### config.mk
export PLATFORM = sky130hd
export DESIGN_NAME = sr_config_loader
export DESIGN_NICKNAME = d
export VERILOG_FILES = /design/src/rtl/sr_config_loader.sv
export SDC_FILE = /design/constraint.sdc
export NUM_CORES = 1
export LEC_CHECK = 0
export BUFFER_PORTS_ARGS = -buffer_cell sky130_fd_sc_hd__buf_2
export CORE_MARGIN = 4
export CORE_UTILIZATION = 62
export DETAILED_ROUTE_END_ITERATION = 8
export PLACE_DENSITY = 0.9
export REMOVE_ABC_BUFFERS = 1
export SETUP_SLACK_MARGIN = 0.4
export SLEW_MARGIN = 5
export SYNTH_ARGS = -nofsm -noshare
export SYNTH_HDL_FRONTEND = slang
export SYNTH_SLANG_ARGS = --single-unit
### constraint.sdc
create_clock -name CLK -period 3.8 [get_ports CLK]
set_clock_uncertainty 0.15 [all_clocks]
set_input_delay 0.57 -clock CLK [delete_from_list [all_inputs] [get_ports CLK]]
set_output_delay 0.57 -clock CLK [all_outputs]
set_load 0.02 [all_outputs]
### src/rtl/sr_config_loader.sv
// Serial loader for a dynamic and a static configuration register with length-checked commit.
// Optional odd-parity trailer bit per frame: define PARITY_CHECK_EN.
module sr_config_loader #(
  parameter int SIZESRSTAT = 88,
  parameter int SIZESRDYN  = 16,
  parameter int CNT_W      = 8
) (
  input  logic                  CLK,
  input  logic                  RST,
  input  logic                  SELDYN,
  input  logic                  SELSTAT,
  input  logic                  signal_in,
  input  logic                  CLR_ERR,
  output logic [SIZESRDYN-1:0]  DYNLATCH,
  output logic [SIZESRSTAT-1:0] STATLATCH,
  output logic                  signal_out,
  output logic                  BUSY,
  output logic                  DONE,
  output logic                  LEN_ERR,
  output logic                  SEL_ERR,
  output logic                  PAR_ERR
);

  typedef enum logic [1:0] {
    ST_IDLE       = 2'd0,
    ST_SHIFT_DYN  = 2'd1,
    ST_SHIFT_STAT = 2'd2,
    ST_ABORT      = 2'd3
  } state_t;

  localparam logic [CNT_W-1:0] C_ONE      = CNT_W'(1);
  localparam logic [CNT_W-1:0] C_DYN_MAX  = CNT_W'(SIZESRDYN + 2);
  localparam logic [CNT_W-1:0] C_STAT_MAX = CNT_W'(SIZESRSTAT + 2);
`ifdef PARITY_CHECK_EN
  localparam logic [CNT_W-1:0] C_DYN_SZ   = CNT_W'(SIZESRDYN);
  localparam logic [CNT_W-1:0] C_STAT_SZ  = CNT_W'(SIZESRSTAT);
  localparam logic [CNT_W-1:0] C_DYN_FL   = CNT_W'(SIZESRDYN + 1);
  localparam logic [CNT_W-1:0] C_STAT_FL  = CNT_W'(SIZESRSTAT + 1);
`else
  localparam logic [CNT_W-1:0] C_DYN_FL   = CNT_W'(SIZESRDYN);
  localparam logic [CNT_W-1:0] C_STAT_FL  = CNT_W'(SIZESRSTAT);
`endif

  state_t                r_state, w_state_nxt;
  logic                  r_seldyn_q, r_selstat_q;
  logic [SIZESRDYN-1:0]  r_dyn_sh, w_dyn_sh_nxt, w_dynlatch_nxt;
  logic [SIZESRSTAT-1:0] r_stat_sh, w_stat_sh_nxt, w_statlatch_nxt;
  logic [CNT_W-1:0]      r_cnt, w_cnt_nxt;
  logic                  w_sout_nxt, w_done_nxt, w_len_set, w_sel_set;
  logic                  w_start_dyn, w_start_stat, w_rise_dyn, w_rise_stat;

`ifdef PARITY_CHECK_EN
  logic r_par_bit, w_par_bit_nxt, w_par_set;

  function automatic logic odd_par_dyn(input logic [SIZESRDYN-1:0] d);
    return ~^d;
  endfunction

  function automatic logic odd_par_stat(input logic [SIZESRSTAT-1:0] d);
    return ~^d;
  endfunction
`endif

  // A frame only starts on a select edge, so a select held through reset is ignored.
  assign w_rise_dyn  = SELDYN & ~r_seldyn_q;
  assign w_rise_stat = SELSTAT & ~r_selstat_q;
  assign BUSY        = (r_state == ST_SHIFT_DYN) || (r_state == ST_SHIFT_STAT);

  // Frame FSM: next state, shadow/latch updates and error events.
  always_comb begin
    w_state_nxt     = r_state;
    w_dyn_sh_nxt    = r_dyn_sh;
    w_stat_sh_nxt   = r_stat_sh;
    w_dynlatch_nxt  = DYNLATCH;
    w_statlatch_nxt = STATLATCH;
    w_cnt_nxt       = r_cnt;
    w_sout_nxt      = 1'b0;
    w_done_nxt      = 1'b0;
    w_len_set       = 1'b0;
    w_sel_set       = 1'b0;
    w_start_dyn     = 1'b0;
    w_start_stat    = 1'b0;
`ifdef PARITY_CHECK_EN
    w_par_bit_nxt   = r_par_bit;
    w_par_set       = 1'b0;
`endif
    if (SELDYN && SELSTAT) begin
      w_state_nxt   = ST_ABORT;
      w_sel_set     = 1'b1;
      w_dyn_sh_nxt  = '0;
      w_stat_sh_nxt = '0;
      w_cnt_nxt     = '0;
    end else begin
      case (r_state)
        ST_IDLE: begin
          w_start_dyn  = w_rise_dyn;
          w_start_stat = w_rise_stat;
        end
        ST_SHIFT_DYN: begin
          if (SELDYN) begin
            w_cnt_nxt = (r_cnt >= C_DYN_MAX) ? C_DYN_MAX : r_cnt + C_ONE;
`ifdef PARITY_CHECK_EN
            if (r_cnt == C_DYN_SZ) begin
              w_par_bit_nxt = signal_in;
            end else begin
              w_dyn_sh_nxt = {r_dyn_sh[SIZESRDYN-2:0], signal_in};
              w_sout_nxt   = r_dyn_sh[SIZESRDYN-1];
            end
`else
            w_dyn_sh_nxt = {r_dyn_sh[SIZESRDYN-2:0], signal_in};
            w_sout_nxt   = r_dyn_sh[SIZESRDYN-1];
`endif
          end else begin
            w_state_nxt  = ST_IDLE;
            w_start_stat = w_rise_stat;
            if (r_cnt != C_DYN_FL) begin
              w_len_set = 1'b1;
`ifdef PARITY_CHECK_EN
            end else if (r_par_bit != odd_par_dyn(r_dyn_sh)) begin
              w_par_set = 1'b1;
`endif
            end else begin
              w_dynlatch_nxt = r_dyn_sh;
              w_done_nxt     = 1'b1;
            end
          end
        end
        ST_SHIFT_STAT: begin
          if (SELSTAT) begin
            w_cnt_nxt = (r_cnt >= C_STAT_MAX) ? C_STAT_MAX : r_cnt + C_ONE;
`ifdef PARITY_CHECK_EN
            if (r_cnt == C_STAT_SZ) begin
              w_par_bit_nxt = signal_in;
            end else begin
              w_stat_sh_nxt = {r_stat_sh[SIZESRSTAT-2:0], signal_in};
              w_sout_nxt    = r_stat_sh[SIZESRSTAT-1];
            end
`else
            w_stat_sh_nxt = {r_stat_sh[SIZESRSTAT-2:0], signal_in};
            w_sout_nxt    = r_stat_sh[SIZESRSTAT-1];
`endif
          end else begin
            w_state_nxt = ST_IDLE;
            w_start_dyn = w_rise_dyn;
            if (r_cnt != C_STAT_FL) begin
              w_len_set = 1'b1;
`ifdef PARITY_CHECK_EN
            end else if (r_par_bit != odd_par_stat(r_stat_sh)) begin
              w_par_set = 1'b1;
`endif
            end else begin
              w_statlatch_nxt = r_stat_sh;
              w_done_nxt      = 1'b1;
            end
          end
        end
        ST_ABORT: begin
          if (!SELDYN && !SELSTAT) begin
            w_state_nxt = ST_IDLE;
          end else begin
            w_state_nxt = ST_ABORT;
          end
        end
        default: w_state_nxt = ST_IDLE;
      endcase
    end
    // The first bit enters behind the old latch contents so they stream out for readback.
    if (w_start_dyn) begin
      w_state_nxt  = ST_SHIFT_DYN;
      w_dyn_sh_nxt = {DYNLATCH[SIZESRDYN-2:0], signal_in};
      w_sout_nxt   = DYNLATCH[SIZESRDYN-1];
      w_cnt_nxt    = C_ONE;
    end else if (w_start_stat) begin
      w_state_nxt   = ST_SHIFT_STAT;
      w_stat_sh_nxt = {STATLATCH[SIZESRSTAT-2:0], signal_in};
      w_sout_nxt    = STATLATCH[SIZESRSTAT-1];
      w_cnt_nxt     = C_ONE;
    end else begin
      w_cnt_nxt = w_cnt_nxt;
    end
  end

  // State, datapath and sticky-flag registers; a flag set beats a simultaneous clear.
  always_ff @(posedge CLK) begin
    if (RST) begin
      r_state     <= ST_IDLE;
      r_seldyn_q  <= 1'b1;
      r_selstat_q <= 1'b1;
      r_dyn_sh    <= '0;
      r_stat_sh   <= '0;
      r_cnt       <= '0;
      DYNLATCH    <= '0;
      STATLATCH   <= '0;
      signal_out  <= 1'b0;
      DONE        <= 1'b0;
      LEN_ERR     <= 1'b0;
      SEL_ERR     <= 1'b0;
`ifdef PARITY_CHECK_EN
      r_par_bit   <= 1'b0;
      PAR_ERR     <= 1'b0;
`endif
    end else begin
      r_state     <= w_state_nxt;
      r_seldyn_q  <= SELDYN;
      r_selstat_q <= SELSTAT;
      r_dyn_sh    <= w_dyn_sh_nxt;
      r_stat_sh   <= w_stat_sh_nxt;
      r_cnt       <= w_cnt_nxt;
      DYNLATCH    <= w_dynlatch_nxt;
      STATLATCH   <= w_statlatch_nxt;
      signal_out  <= w_sout_nxt;
      DONE        <= w_done_nxt;
      LEN_ERR     <= w_len_set | (LEN_ERR & ~CLR_ERR);
      SEL_ERR     <= w_sel_set | (SEL_ERR & ~CLR_ERR);
`ifdef PARITY_CHECK_EN
      r_par_bit   <= w_par_bit_nxt;
      PAR_ERR     <= w_par_set | (PAR_ERR & ~CLR_ERR);
`endif
    end
  end

`ifndef PARITY_CHECK_EN
  assign PAR_ERR = 1'b0;
`endif

endmodule

; Yosys cells after proc, flatten, opt, wreduce, memory -nomap -nowiden
; Index checks and enable logic that the tools add are counted.
[word_totals]
output_inout_bits = 110
word_cells = 114
in_bits = 6
register_bits = 224
[classes]
n_addsub = 1
magnitude_cmp = 2
n_eq_ne = 13
n_mux = 48
n_reduce_logical = 22
bitwise = 14
[op_table]
columns = op, n
row1 = two-way mux 88 bit, 5
row2 = two-way mux 16 bit, 4
row3 = two-way mux 8 bit, 4
row4 = two-way mux 1 bit, 23
row5 = "inequality test 5 x 4 -> 1 bit, second input constant", 4
row6 = one-hot mux 8 bit (2 select lines), 1
row7 = AND reduction 3 bit, 4
row8 = two-way mux 2 bit, 5
row9 = one-hot mux 1 bit (2 select lines), 5
row10 = nonzero test 5 bit, 2
row11 = "adder 8 x 1 -> 8 bit, second input constant", 1
row12 = ">= comparator 8 x 5 -> 1 bit, second input constant", 1
row13 = ">= comparator 8 x 7 -> 1 bit, second input constant", 1
row14 = "inequality test 4 x 3 -> 1 bit, second input constant", 2
row15 = "inequality test 8 x 5 -> 1 bit, second input constant", 1
row16 = "inequality test 8 x 7 -> 1 bit, second input constant", 1
row17 = NOT 1 bit, 8
row18 = AND reduction 4 bit, 2
row19 = one-hot mux 2 bit (3 select lines), 1
row20 = nonzero test 3 bit, 2
row21 = nonzero test 6 bit, 1
row22 = bitwise AND 1 bit, 4
row23 = "== test 2 bit, second input constant", 2
row24 = "inequality test 2 bit, second input constant", 2
row25 = 10 further kinds, 14

; Depth between registers and ports, before layout
; Gate-level depths: netlist of the first run.
[logic_depth]
depth_word = 7
mapped_depth = 10
ltp_nobuf = 7

; Least setup slack after synthesis of the first run
; No wires, ideal clock.
[synth_path]
path_type = register to register
startpoint = reg r_state[0]
endpoint = reg r_dyn_sh[10]
arrival_ns = 1.882
path_slack_ns = 1.709
required_ns = 3.592
stages_incl_launch_ff = 10
n_path_buf = 3
synth_period_minus_slack_ns = 2.091
setup_ns = 0.058
path_cell_list = dfxtp_1 inv_1 ha_1 buf_2 o21ba_2 o31a_1 buf_2 nor2_2 buf_2 o22a_1
[synth_between]
elab_chain_cells = 5
elab_cells_between_ends = 9
classes_between = 2 x eq/ne / 3 x mux / 4 x reduce/logical
[synth_rtl]
columns = element, line_no
row1 = from (decl), 44  ; state_t r_state, w_state_nxt;
row2 = from (signal assigned), 203  ; r_state <= w_state_nxt;
row3 = == test 2 bit or logical NOT 2 bit (tied branches), 94  ; case (r_state)
row4 = one-hot mux 1 bit (2 select lines), 94
row5 = two-way mux 1 bit, 87  ; if (SELDYN && SELSTAT) begin
row6 = nonzero test 3 bit (no line), --
row7 = AND reduction 2 bit (no line), --
row8 = to (signal assigned), 206  ; r_dyn_sh <= w_dyn_sh_nxt;
row9 = to (decl), 46  ; logic [SIZESRDYN-1:0] r_dyn_sh, w_dyn_sh_nxt, w_dynlatch_nxt;
; Parallel ways exist; a longest one is shown, timed or not.
; A chain may end at the register's enable or synchronous reset.

; Worst setup path in the final report of the first run
[layout_path]
startpoint = reg r_state[0]
endpoint = reg r_dyn_sh[1]
; The elaborated chain is that of the path after synthesis.

==> results of run 1 <==
==> kinds of logic (layout without fill, tap and decap cells) <==
kind of cell / after synthesis / after routing
AOI/OAI and AO/OA: 260 / 260
adders and majority gates: 8 / 8
buffers and inverters: 101 / 173
DFF: 224 / 224
muxes: 17 / 17
other: 1 / 1
and+or+nand+nor: 594 / 594
==> final timing paths <==
path,end,cells past startpoint
max,r_dyn_sh[1]$_SDFFE_PP0P_,6
min,SEL_ERR$_SDFF_PP0_,4
max reg2reg,r_dyn_sh[1]$_SDFFE_PP0P_,6
min reg2reg,STATLATCH[85]$_SDFFE_PP0P_,2
==> cells in the mapped netlist (2+ instances only) <==
cell,instances
sky130_fd_sc_hd__nand2_1,449
sky130_fd_sc_hd__dfxtp_1,224
sky130_fd_sc_hd__a21oi_1,126
sky130_fd_sc_hd__nor2_1,105
sky130_fd_sc_hd__clkbuf_1,56
sky130_fd_sc_hd__a22oi_1,55
sky130_fd_sc_hd__buf_2,32
sky130_fd_sc_hd__a311oi_1,24
sky130_fd_sc_hd__o22a_1,24
sky130_fd_sc_hd__mux2i_1,17
sky130_fd_sc_hd__o21ai_0,8
sky130_fd_sc_hd__ha_1,7
sky130_fd_sc_hd__inv_1,7
sky130_fd_sc_hd__nand2b_1,6
sky130_fd_sc_hd__nand3_1,5
sky130_fd_sc_hd__nor3_1,5
sky130_fd_sc_hd__and3_1,4
sky130_fd_sc_hd__nor2b_1,4
sky130_fd_sc_hd__a2111oi_0,3
sky130_fd_sc_hd__and2_1,3
sky130_fd_sc_hd__o221a_2,3
sky130_fd_sc_hd__or3_1,3
sky130_fd_sc_hd__a32oi_1,2
sky130_fd_sc_hd__and4_1,2
sky130_fd_sc_hd__buf_4,2
sky130_fd_sc_hd__buf_6,2
sky130_fd_sc_hd__o22ai_1,2
sky130_fd_sc_hd__or2_2,2
==> power breakdown <==
part	switching (mW)	internal (mW)	total, mW
logic	0.228	0.0881	0.317
registers	0.0320	2.39	2.42
clock network	0.901	1.31	2.21
total	1.16	3.78	4.94
==> metrics by stage <==
step / setup slack, ps / power [mW] / cell area (sq um)
after CTS: 1170 / 4.96 / 10500
after global placement: 1270 / 2.77 / 9800
after detailed placement: 1190 / 2.78 / 9800
after global routing: 883 / 5.09 / 10500
after floorplan: -818 / 2.65 / 8840
final: 1120 / 4.94 / 10500
==> sequential cells by signal, summed over array words and instances, names as in the netlist <==
signal / flops
r_seldyn_q: 1
STATLATCH: 88
signal_out: 1
r_selstat_q: 1
r_stat_sh: 88
r_state: 2
DYNLATCH: 16
SEL_ERR: 1
r_cnt: 8
LEN_ERR: 1
r_dyn_sh: 16
DONE: 1
==> layout by cell type (no fill, tap or decap), drive strengths merged, types with 2 or more instances in the layout <==
cell / instances
nand2: 449
dfxtp: 224
a21oi: 126
buf: 126
nor2: 106
a22oi: 55
clkbuf: 32
o22a: 24
a311oi: 24
mux2i: 17
o21ai: 9
inv: 7
ha: 7
nor3: 7
nand2b: 6
nand3: 5
nor2b: 4
and3: 4
clkinv: 4
o221a: 3
a2111oi: 3
or3: 3
and2: 3
and4: 2
o22ai: 2
a32oi: 2
or2: 2
bufinv: 2
clkinvlp: 2
==> worst register-to-register path: cells and delay by family (launching register included) <==
family                     cells  cell delay (ps)
adders and majority gates      1              360
AOI/OAI and AO/OA              3             1030
DFF                            1              380
and+or+nand+nor                1              620
buffers and inverters          1               80
==> layout make-up <==
cell class | count | area (sq um)
inverter | 7 | 26.3
clock buffer | 32 | 639
tap | 184 | 230
multi-input combinational | 880 | 4370
sequential | 224 | 4480
clock inverter | 8 | 95.1
fill | 1091 | 4060
timing repair buffer | 126 | 688
==> layer usage <==
layer	vias up	share of wire [%]	GRT usage [%]
met5	-	0	0
met4	0	2.1	8.56
met3	39	8.1	5.81
met2	311	47	43.1
met1	4060	43	35.0
li1	4145	-	-
==> metrics.log, run 1 <==
[metrics] number of buffers created by CTS: 22
[metrics] worst-skew pair later-pin latency: 500 ps
[metrics] sequence of cells on the critical path: inv_1 -> ha_1 -> o21ba_2 -> o31a_1 -> nor2_2 -> o22a_1
[metrics] antenna diode count: 0
[metrics] Final ANT Viol Nets: 0
[metrics] Sink Count: 224
[metrics] Via density: 5.86
[metrics] arrival time at the worst endpoint: 2970 ps
[metrics] Max-slew headroom: about a third
[metrics] average cell area after synthesis: 7.69 sq um
[metrics] total power density per cell area: about 470 nW/um^2
[metrics] maximum number of pins on one net before global-route repair: 128
[metrics] TritonCTS clock tree: built
[metrics] DRT Wirelength: 22900 microns
[metrics] Synth async-reset ratio: 0%
[metrics] final clock period utilization by the worst path: 70.5%
[metrics] cell type of the slowest stage on the worst timing path: sky130_fd_sc_hd__nor2_2
[metrics] global-route usage over all layers: a little over a quarter
[metrics] slack of the worst reg-to-reg path: 1120 ps
[metrics] static leakage power: 4.47 nW
[metrics] CTS hold repair buffers: 0
[metrics] YS warnings: 0
[metrics] xor/xnor share of the synthesized area: 0%
[metrics] global-route wire length before repair: 37200 microns
[metrics] initial core utilization: between 60% and 70%
[metrics] number of placed instances with taps included: 1421
[metrics] total number of nets in the final design: 1274
[metrics] CTS Root Buffer Type: sky130_fd_sc_hd__clkbuf_16
[metrics] largest incremental delay on the critical path: 610 ps
[metrics] H-tree depth: 1
[metrics] Final Hold Fails: 0
[metrics] initial antenna violation count: 0
[metrics] commonest register cell after synthesis: sky130_fd_sc_hd__dfxtp_1
[metrics] area share of the largest cell type after synthesis: between 40% and 50%
[metrics] width of the chip: 130 microns
[metrics] Core Footprint: 14600 sq um
[metrics] Hold WS: 187 ps
[metrics] compound-gate portion of the synthesized area: a little under a fifth
[metrics] time the final worst path needs with I/O delays and setup: approximately 2700 ps
[metrics] Remaining DRCs: 0
[metrics] beginning of the worst hold path: CLR_ERR
[metrics] number of global-route vias before repair: a little under 8000
[metrics] gpl congestion: 0.883
[metrics] number of iterations in the first detailed-routing pass: 6
[metrics] Non-Filler Instances: roughly 1500
[metrics] I/O pin count: between 100 and 150
[metrics] Worst setup EP type: register
[metrics] Cell Rows: 44
[metrics] run status: completed
[metrics] count of input and output buffers: about 110
[metrics] simple-gate area share of the yosys netlist: between 20 and 30%
[metrics] Area contributors post-synth: sky130_fd_sc_hd__dfxtp_1 48%, sky130_fd_sc_hd__nand2_1 18%, sky130_fd_sc_hd__a21oi_1 6.8%
[metrics] adder-cell share of the synthesized area: 1.05%
[metrics] number of enable-type register cells in the synthesized netlist: 0
[metrics] Max rail drop VDD: approximately 0.0004 V
[metrics] Critical Path RT: 4090 ps
[metrics] buffers plus inverters on the worst setup path: 1
[metrics] largest fanout on the critical path: 18
[metrics] post-cts sizing count: 0
[metrics] Avg WL per Cell: 15.7 microns
[metrics] unrepaired setup endpoints after global routing: no
[metrics] MaxCap Viol Count: 0
[metrics] multiplexer area fraction after synthesis: approximately 1.8%
[metrics] worst hold-check path type: in -> reg
[metrics] gate count after technology mapping: 1205
[metrics] largest family of logic cells by synthesized area: simple AND/OR/NAND/NOR gates
[metrics] detailed-route via count: 8555
[metrics] Distinct cells, synth: 51
[metrics] share of the core filled with cells in the final layout: 72.2%
[metrics] total congestion overflow: 0
[metrics] upper clock frequency limit: 0.373 GHz
[metrics] register bit count reported by yosys: 224
[metrics] Die Area: 17000 sq um
[metrics] Die H: between 100 and 150 microns
[metrics] fraction of layout cells with a size suffix above 1: between 10% and 20%
[metrics] estimated wirelength of the detail-placed design: around 14000 microns
[metrics] Worst Setup Start Kind: register
[metrics] clock transition at the register clock pins on the worst setup and hold paths after CTS: around 60 ps
[metrics] cell accounting for the most synthesized area: sky130_fd_sc_hd__dfxtp_1
[metrics] violation count after the first detailed-routing iteration: 894
[metrics] buffer depth of the longest clock path: 3
[metrics] number of setup buffers added after CTS: 0
[metrics] setup TNS after final layout: 0 ps
[metrics] critical path class: reg -> reg
[metrics] largest delay contributor family on the critical path: compound AO/OA/AOI/OAI gates
[metrics] Final setup violation count: 0
[metrics] worst slew pin tran: 1030 ps
[metrics] launch instance of the worst register-to-register path: r_state[0]$_SDFFE_PP0P_
[metrics] CP startpoint: r_state[0]$_SDFFE_PP0P_
[metrics] layout overhead on the synthesized area: 13.7%
[metrics] fin. max-slew vios: 0
[metrics] Post-Syn Area: 9260 sq um
[metrics] portion of the post-synthesis area used by sequential elements: 48.4%
(Power assumes the default switching activity.)
==> run 2, diff against run 1 <==
CORE_UTILIZATION = 58   (was 62)
PLACE_DENSITY = 0.86   (was 0.9)
clock period = 2.7 ns   (was 3.8 ns; I/O delays follow)
==> metrics.log, run 2 (synthesis gave the netlist of run 1 again) <==
[metrics] gpl congestion: 0.875 (-0.93%)
[metrics] Worst Setup Start Kind: register
[metrics] Worst setup EP type: primary output
[metrics] Max rail drop VDD: 0.000524 V (+31%)
[metrics] arrival time at the worst endpoint: 1680 ps (-1290 ps)
[metrics] met2 layer usage reported by global route: 41.1% (-2.0 points)
[metrics] global-route usage over all layers: 25.3% (-1.1 points)
[metrics] violation count after the first detailed-routing iteration: 879 (-1.7%)
[metrics] number of global-route vias before repair: 7940 (+2.1%)
[metrics] number of placed instances with taps included: 1460 (+2.7%)
[metrics] number of buffers created by CTS: 23 (+4.5%)
[metrics] total number of nets in the final design: 1291 (+1.3%)
[metrics] setup TNS after final layout: 0 ps (unchanged)
[metrics] Via density: 5.73 (-2.2%)
[metrics] worst hold-check path type: in -> reg
[metrics] fraction of layout cells with a size suffix above 1: 15.4% (+1.4 points)
[metrics] Die Area: 18100 sq um (+6.5%)
[metrics] MaxCap Viol Count: 0 (unchanged)
[metrics] fin area: 10800 sq um (+2.5%)
[metrics] TritonCTS clock tree: built
[metrics] width of the chip: 134 microns (+3.2%)
[metrics] Non-Filler Instances: 1501 (+2.7%)
[metrics] I/O pin count: 116 (unchanged)
[metrics] Final ANT Viol Nets: 0 (unchanged)
[metrics] worst-skew pair later-pin latency: 500 ps (about the same)
[metrics] initial core utilization: 60.0% (-3.5 points)
[metrics] H-tree depth: 1 (unchanged)
[metrics] global-route wire length before repair: 39100 microns (+4.9%)
[metrics] maximum number of pins on one net before global-route repair: 96 (-25%)
[metrics] Critical Path RT: 2140 ps (-1950 ps)
[metrics] Avg WL per Cell: 15.8 microns (+0.43%)
[metrics] met1 Resource Use GR: 33.8% (-1.2 points)
[metrics] total power density per cell area: 635 nW/um^2 (+35%)
[metrics] largest incremental delay on the critical path: 440 ps (-170 ps)
[metrics] registers with the most flip-flops: STATLATCH x88, r_stat_sh x88
[metrics] count of input and output buffers: 114 (unchanged)
[metrics] share of the core filled with cells in the final layout: 70.0% (-2.2 points)
[metrics] cell type of the slowest stage on the worst timing path: sky130_fd_sc_hd__ha_1
[metrics] total congestion overflow: 0 (unchanged)
[metrics] upper clock frequency limit: 0.448 GHz
[metrics] Remaining DRCs: 0 (unchanged)
[metrics] layout overhead on the synthesized area: 16.5%
[metrics] post-route setup slack: 466 ps (-655 ps)
[metrics] detailed-route via count: 8597 (+0.49%)
[metrics] Final Hold Fails: 0 (unchanged)
[metrics] buffer depth of the longest clock path: 3 (unchanged)
[metrics] number of iterations in the first detailed-routing pass: 6 (unchanged)
[metrics] minimum setup slack after placement: 289 ps (-902 ps)
[metrics] DRT Wirelength: 23700 microns (+3.2%)
[metrics] Sink Count: 224 (unchanged)
[metrics] critical path class: reg -> out
[metrics] Core Footprint: 15400 sq um (+5.7%)
[metrics] worst slew pin tran: 577 ps (-450 ps)
[metrics] unrepaired setup endpoints after global routing: yes
[metrics] grt met3 use: 5.70% (-0.11 points)
[metrics] fin. max-slew vios: 0 (unchanged)
[metrics] static leakage power: 4.56 nW (+2.2%)
[metrics] leading cell type in the layout, fill and taps excluded: sky130_fd_sc_hd__nand2_1
[metrics] post-detailed-placement cell area: 10000 sq um (+2.3%)
[metrics] CTS hold repair buffers: 0 (unchanged)
[metrics] CTS Root Buffer Type: sky130_fd_sc_hd__clkbuf_16
[metrics] Cell Rows: 45 (+2.3%)
[metrics] largest fanout on the critical path: 4 (-14)
[metrics] Die H: 134 microns (+3.2%)
[metrics] clock transition at the register clock pins on the worst setup and hold paths after CTS: 60 ps (about the same)
[metrics] sequence of cells on the critical path: inv_1 -> ha_1 -> buf_2
[metrics] commonest cells after routing, fill and taps aside: 447 x sky130_fd_sc_hd__nand2_1, 223 x sky130_fd_sc_hd__dfxtp_1, 125 x sky130_fd_sc_hd__a21oi_1
[metrics] Most Used Layer, Global Route: met2
[metrics] run status: completed
[metrics] antenna diode count: 0 (unchanged)
[metrics] estimated wirelength of the detail-placed design: 14300 microns (+4.5%)
[metrics] time the final worst path needs with I/O delays and setup: about 2200 ps
[metrics] Final setup violation count: 0 (unchanged)
[metrics] initial antenna violation count: 0 (unchanged)
[metrics] final clock period utilization by the worst path: 82.7%
[metrics] Max-slew headroom: 61.2% (+30 points)
-- run 2: final cells by class --
cell class,count,area (sq um)
inverter,7,26.3
clock buffer,35,681
tap,211,264
fill,1242,4630
timing repair buffer,142,920
clock inverter,2,12.5
sequential,224,4490
multi-input combinational,880,4410
-- run 2: timing repair --
| item | 4_1_cts | 5_1_grt |
|---|---|---|
| pin swaps | 0 | 1 |
| setup buffers | 0 | 4 |
| endpoints found under the setup margin | 39 | 96 |
| gates resized for setup | 4 | 10 |
| cloned | 0 | 0 |
-- run 2: power by group --
group	switching (mW)	total, mW	internal, mW
combinational	0.332	0.484	0.152
sequential	0.0494	3.41	3.36
clock	1.25	2.97	1.72
total	1.63	6.86	5.23
-- run 2: stage by stage --
step / power [mW] / hold WS [ps]
3_3_place_gp: 3.92 / 301
2_1_floorplan: 3.73 / 289
5_1_grt: 7.07 / 34.2
3_5_place_dp: 3.93 / 309
4_1_cts: 6.86 / 26.6
6_report: 6.86 / 33.8
-- run 2: worst paths after layout --
path                                end  cells past startpoint  slack [ps]                        from
max                                BUSY                      3         470     r_state[0]$_SDFFE_PP0P_
min                  SEL_ERR$_SDFF_PP0_                      4          30                     CLR_ERR
max reg2reg    r_stat_sh[65]$_SDFF_PP0_                      6         480     r_state[1]$_SDFFE_PP0P_
min reg2reg  STATLATCH[69]$_SDFFE_PP0P_                      2         320  STATLATCH[69]$_SDFFE_PP0P_
-- run 2: routing by layer --
layer	vias to the layer above	wire [microns]
met5	-	0
met2	323	11200
met1	4059	9930
met3	51	1890
met4	0	626
li1	4164	-
-- run 2: critical path, delay by kind of cell (launching register included) --
kind       cells  cell delay [ps]
fa+ha+maj      1              440
flops          1              410
buf+inv        2              340
==> run 3, diff against run 2 <==
CORE_UTILIZATION = 52   (was 58)
PLACE_DENSITY = 0.82   (was 0.86)
clock period = 1.9 ns   (was 2.7 ns; I/O delays follow)
==> metrics.log, run 3 (synthesis gave the netlist of run 1 again) <==
[metrics] run status: finished, violations left
[metrics] violated checks: negative setup slack
[metrics] H-tree depth: 1 (unchanged)
[metrics] violation count after the first detailed-routing iteration: 934 (+6.3%)
[metrics] total power density per cell area: 850 nW/um^2 (+34%)
[metrics] Overall Power: 10.5 mW (+53%)
[metrics] TritonCTS clock tree: built
[metrics] Worst setup EP type: register
[metrics] critical path class: reg -> reg
[metrics] time the final worst path needs with I/O delays and setup: 1960 ps
[metrics] DRT Wirelength: 29000 microns (+23%)
[metrics] total congestion overflow: 0 (unchanged)
[metrics] post-route setup slack: -58.3 ps (-525 ps)
[metrics] arrival time at the worst endpoint: 2200 ps (+520 ps)
[metrics] number of buffers created by CTS: 23 (unchanged)
[metrics] Sink Count: 224 (unchanged)
[metrics] cell count of the worst hold path: 3 (-1)
[metrics] unrepaired setup endpoints after global routing: yes
[metrics] depth of the worst register-to-register path: 10 (+4)
[metrics] registers with the most flip-flops: STATLATCH x88, r_stat_sh x88
[metrics] Via density: 5.79 (+1.1%)
[metrics] worst hold-check path type: in -> reg
[metrics] post-detailed-placement cell area: 10400 sq um (+4.0%)
[metrics] final clock period utilization by the worst path: 103%
[metrics] launch instance of the worst register-to-register path: r_state[1]$_SDFFE_PP0P_
[metrics] fin. max-slew vios: 0 (unchanged)
[metrics] antenna diode count: 0 (unchanged)
[metrics] setup TNS after final layout: -670 ps (-670 ps)
[metrics] fraction of layout cells with a size suffix above 1: 26.5% (+11 points)
[metrics] commonest cells after routing, fill and taps aside: 443 x sky130_fd_sc_hd__nand2_1, 217 x sky130_fd_sc_hd__dfxtp_1, 112 x sky130_fd_sc_hd__buf_2
[metrics] Final Hold Fails: 0 (unchanged)
[metrics] cell internal power dissipation: 7.94 mW (+52%)
[metrics] beginning of the worst hold path: RST
[metrics] Critical Path RT: 2140 ps (about the same)
[metrics] global-route usage over all layers: 26.7% (+1.4 points)
[metrics] buffer depth of the longest clock path: 3 (unchanged)
[metrics] Worst Setup Start Kind: register
[metrics] worst-case hold path end point: r_stat_sh[35]$_SDFF_PP0_
[metrics] gpl congestion: 0.862 (-1.5%)
[metrics] sequential cell fraction of total power: 46.1% (-3.6 points)
[metrics] slack of the worst reg-to-reg path: -60 ps (-540 ps)
[metrics] Core Footprint: 17400 sq um (+13%)
[metrics] number of global-route vias before repair: 8922 (+12%)
[metrics] switching share of total power: 24.4% (+0.65 points)
[metrics] largest fanout on the critical path: 6 (+2)
[metrics] net switching power of the design: 2.56 mW (+57%)
[metrics] clock transition at the register clock pins on the worst setup and hold paths after CTS: 60 ps (about the same)
[metrics] Remaining DRCs: 0 (unchanged)
[metrics] static leakage power: 5.23 nW (+15%)
[metrics] global-route wire length before repair: 45100 microns (+15%)
[metrics] maximum number of pins on one net before global-route repair: 66 (-31%)
[metrics] I/O pin count: 116 (unchanged)
[metrics] count of input and output buffers: 114 (unchanged)
[metrics] Die Area: 20000 sq um (+11%)
[metrics] initial antenna violation count: 0 (unchanged)
[metrics] detailed-route via count: 9220 (+7.2%)
[metrics] MaxCap Viol Count: 0 (unchanged)
[metrics] Final ANT Viol Nets: 0 (unchanged)
[metrics] initial core utilization: 53.4% (-6.7 points)
[metrics] number of iterations in the first detailed-routing pass: 7 (+1)
[metrics] leading cell type in the layout, fill and taps excluded: sky130_fd_sc_hd__nand2_1
[metrics] layout overhead on the synthesized area: 33.2%
[metrics] worst-skew pair later-pin latency: 520 ps (+20 ps)
[metrics] Clk network pwr share: 43.2% (about the same)
[metrics] fin area: 12300 sq um (+14%)
[metrics] Logic pwr share: 10.7% (+3.6 points)
[metrics] Die H: 141 microns (+5.3%)
[metrics] Final setup violation count: 26 (+26)
[metrics] estimated wirelength of the detail-placed design: 15400 microns (+7.6%)
[metrics] total number of nets in the final design: 1365 (+5.7%)
[metrics] width of the chip: 141 microns (+5.3%)
[metrics] Avg WL per Cell: 18.2 microns (+16%)
[metrics] Cell Rows: 48 (+6.7%)
[metrics] Max rail drop VDD: 0.000743 V (+42%)
[metrics] CTS Root Buffer Type: sky130_fd_sc_hd__clkbuf_16
[metrics] reg-to-reg endpoint: r_stat_sh[69]$_SDFF_PP0_
[metrics] upper clock frequency limit: 0.511 GHz
## run 3: timing repair
action / in CTS / in global routing
gates resized for setup: 80 / 78
endpoints found under the setup margin: 257 / 322
cloned: 9 / 4
endpoints found under the hold margin: 5 / 0
hold buffers: 3 / 0
buffers inserted: 14 / 5
pin swaps: 15 / 15
## run 3: power by group through the flow
stage                     sequential [mW]  combinational (mW)  clock (mW)
after floorplan                      4.92               0.375           0
after global placement               4.93               0.780           0
after detailed placement             4.93               0.789           0
after CTS                            4.83               0.978        4.55
after global routing                 4.85                1.19        4.75
final                                4.84                1.12        4.54
## run 3: area by class of cell
| type | count | area (sq um) |
|---|---|---|
| fill | 1192 | 5010 |
| timing repair buffer | 216 | 1940 |
| clock inverter | 6 | 58.8 |
| clock buffer | 35 | 701 |
| tap | 225 | 282 |
| sequential | 224 | 4510 |
| inverter | 7 | 33.8 |
| multi-input combinational | 880 | 4820 |
## run 3: worst max-delay path: stages (launching register included)
cell and delay (ps):
sky130_fd_sc_hd__dfxtp_4 360, sky130_fd_sc_hd__buf_4 140, sky130_fd_sc_hd__ha_2 190, sky130_fd_sc_hd__buf_6 140, sky130_fd_sc_hd__and2_4 180, sky130_fd_sc_hd__buf_6 140, sky130_fd_sc_hd__buf_4 150, sky130_fd_sc_hd__nand2_1 70
sky130_fd_sc_hd__nand2_1 60, sky130_fd_sc_hd__a22oi_1 180, sky130_fd_sc_hd__nor2_1 80
## run 3: how the worst max path moves through the flow
stage                     slack, ps                        to  cells past startpoint                     from
final                           -60  r_stat_sh[69]$_SDFF_PP0_                     10  r_state[1]$_SDFFE_PP0P_
after global placement          -20     r_cnt[0]$_SDFFE_PP0P_                      7  r_state[1]$_SDFFE_PP0P_
after CTS                         4     r_cnt[3]$_SDFFE_PP0P_                      8  r_state[1]$_SDFFE_PP0P_
after detailed placement       -140   r_state[1]$_SDFFE_PP0P_                      6  r_state[1]$_SDFFE_PP0P_
after global routing           -110  r_stat_sh[29]$_SDFF_PP0_                     10  r_state[1]$_SDFFE_PP0P_
after floorplan               -2720  r_stat_sh[10]$_SDFF_PP0_                      7  r_state[1]$_SDFFE_PP0P_
## run 3: per-layer routing
layer  part of all wire, %  global-route usage (%)
met1                    40                    34.6
met2                    48                    44.4
met3                   8.7                    5.83
met4                   2.9                    9.09
met5                     0                       0
## run 3: stage by stage
stage	cells	setup slack (ps)	util [%]	hold WS [ps]
2_1_floorplan	1111	-2720	-	204
3_3_place_gp	1517	-19.0	60.1	298
3_5_place_dp	1517	-136	60.1	310
4_1_cts	1584	3.93	68.5	113
5_1_grt	1593	-114	71.1	133
6_report	1593	-58.3	71.1	119
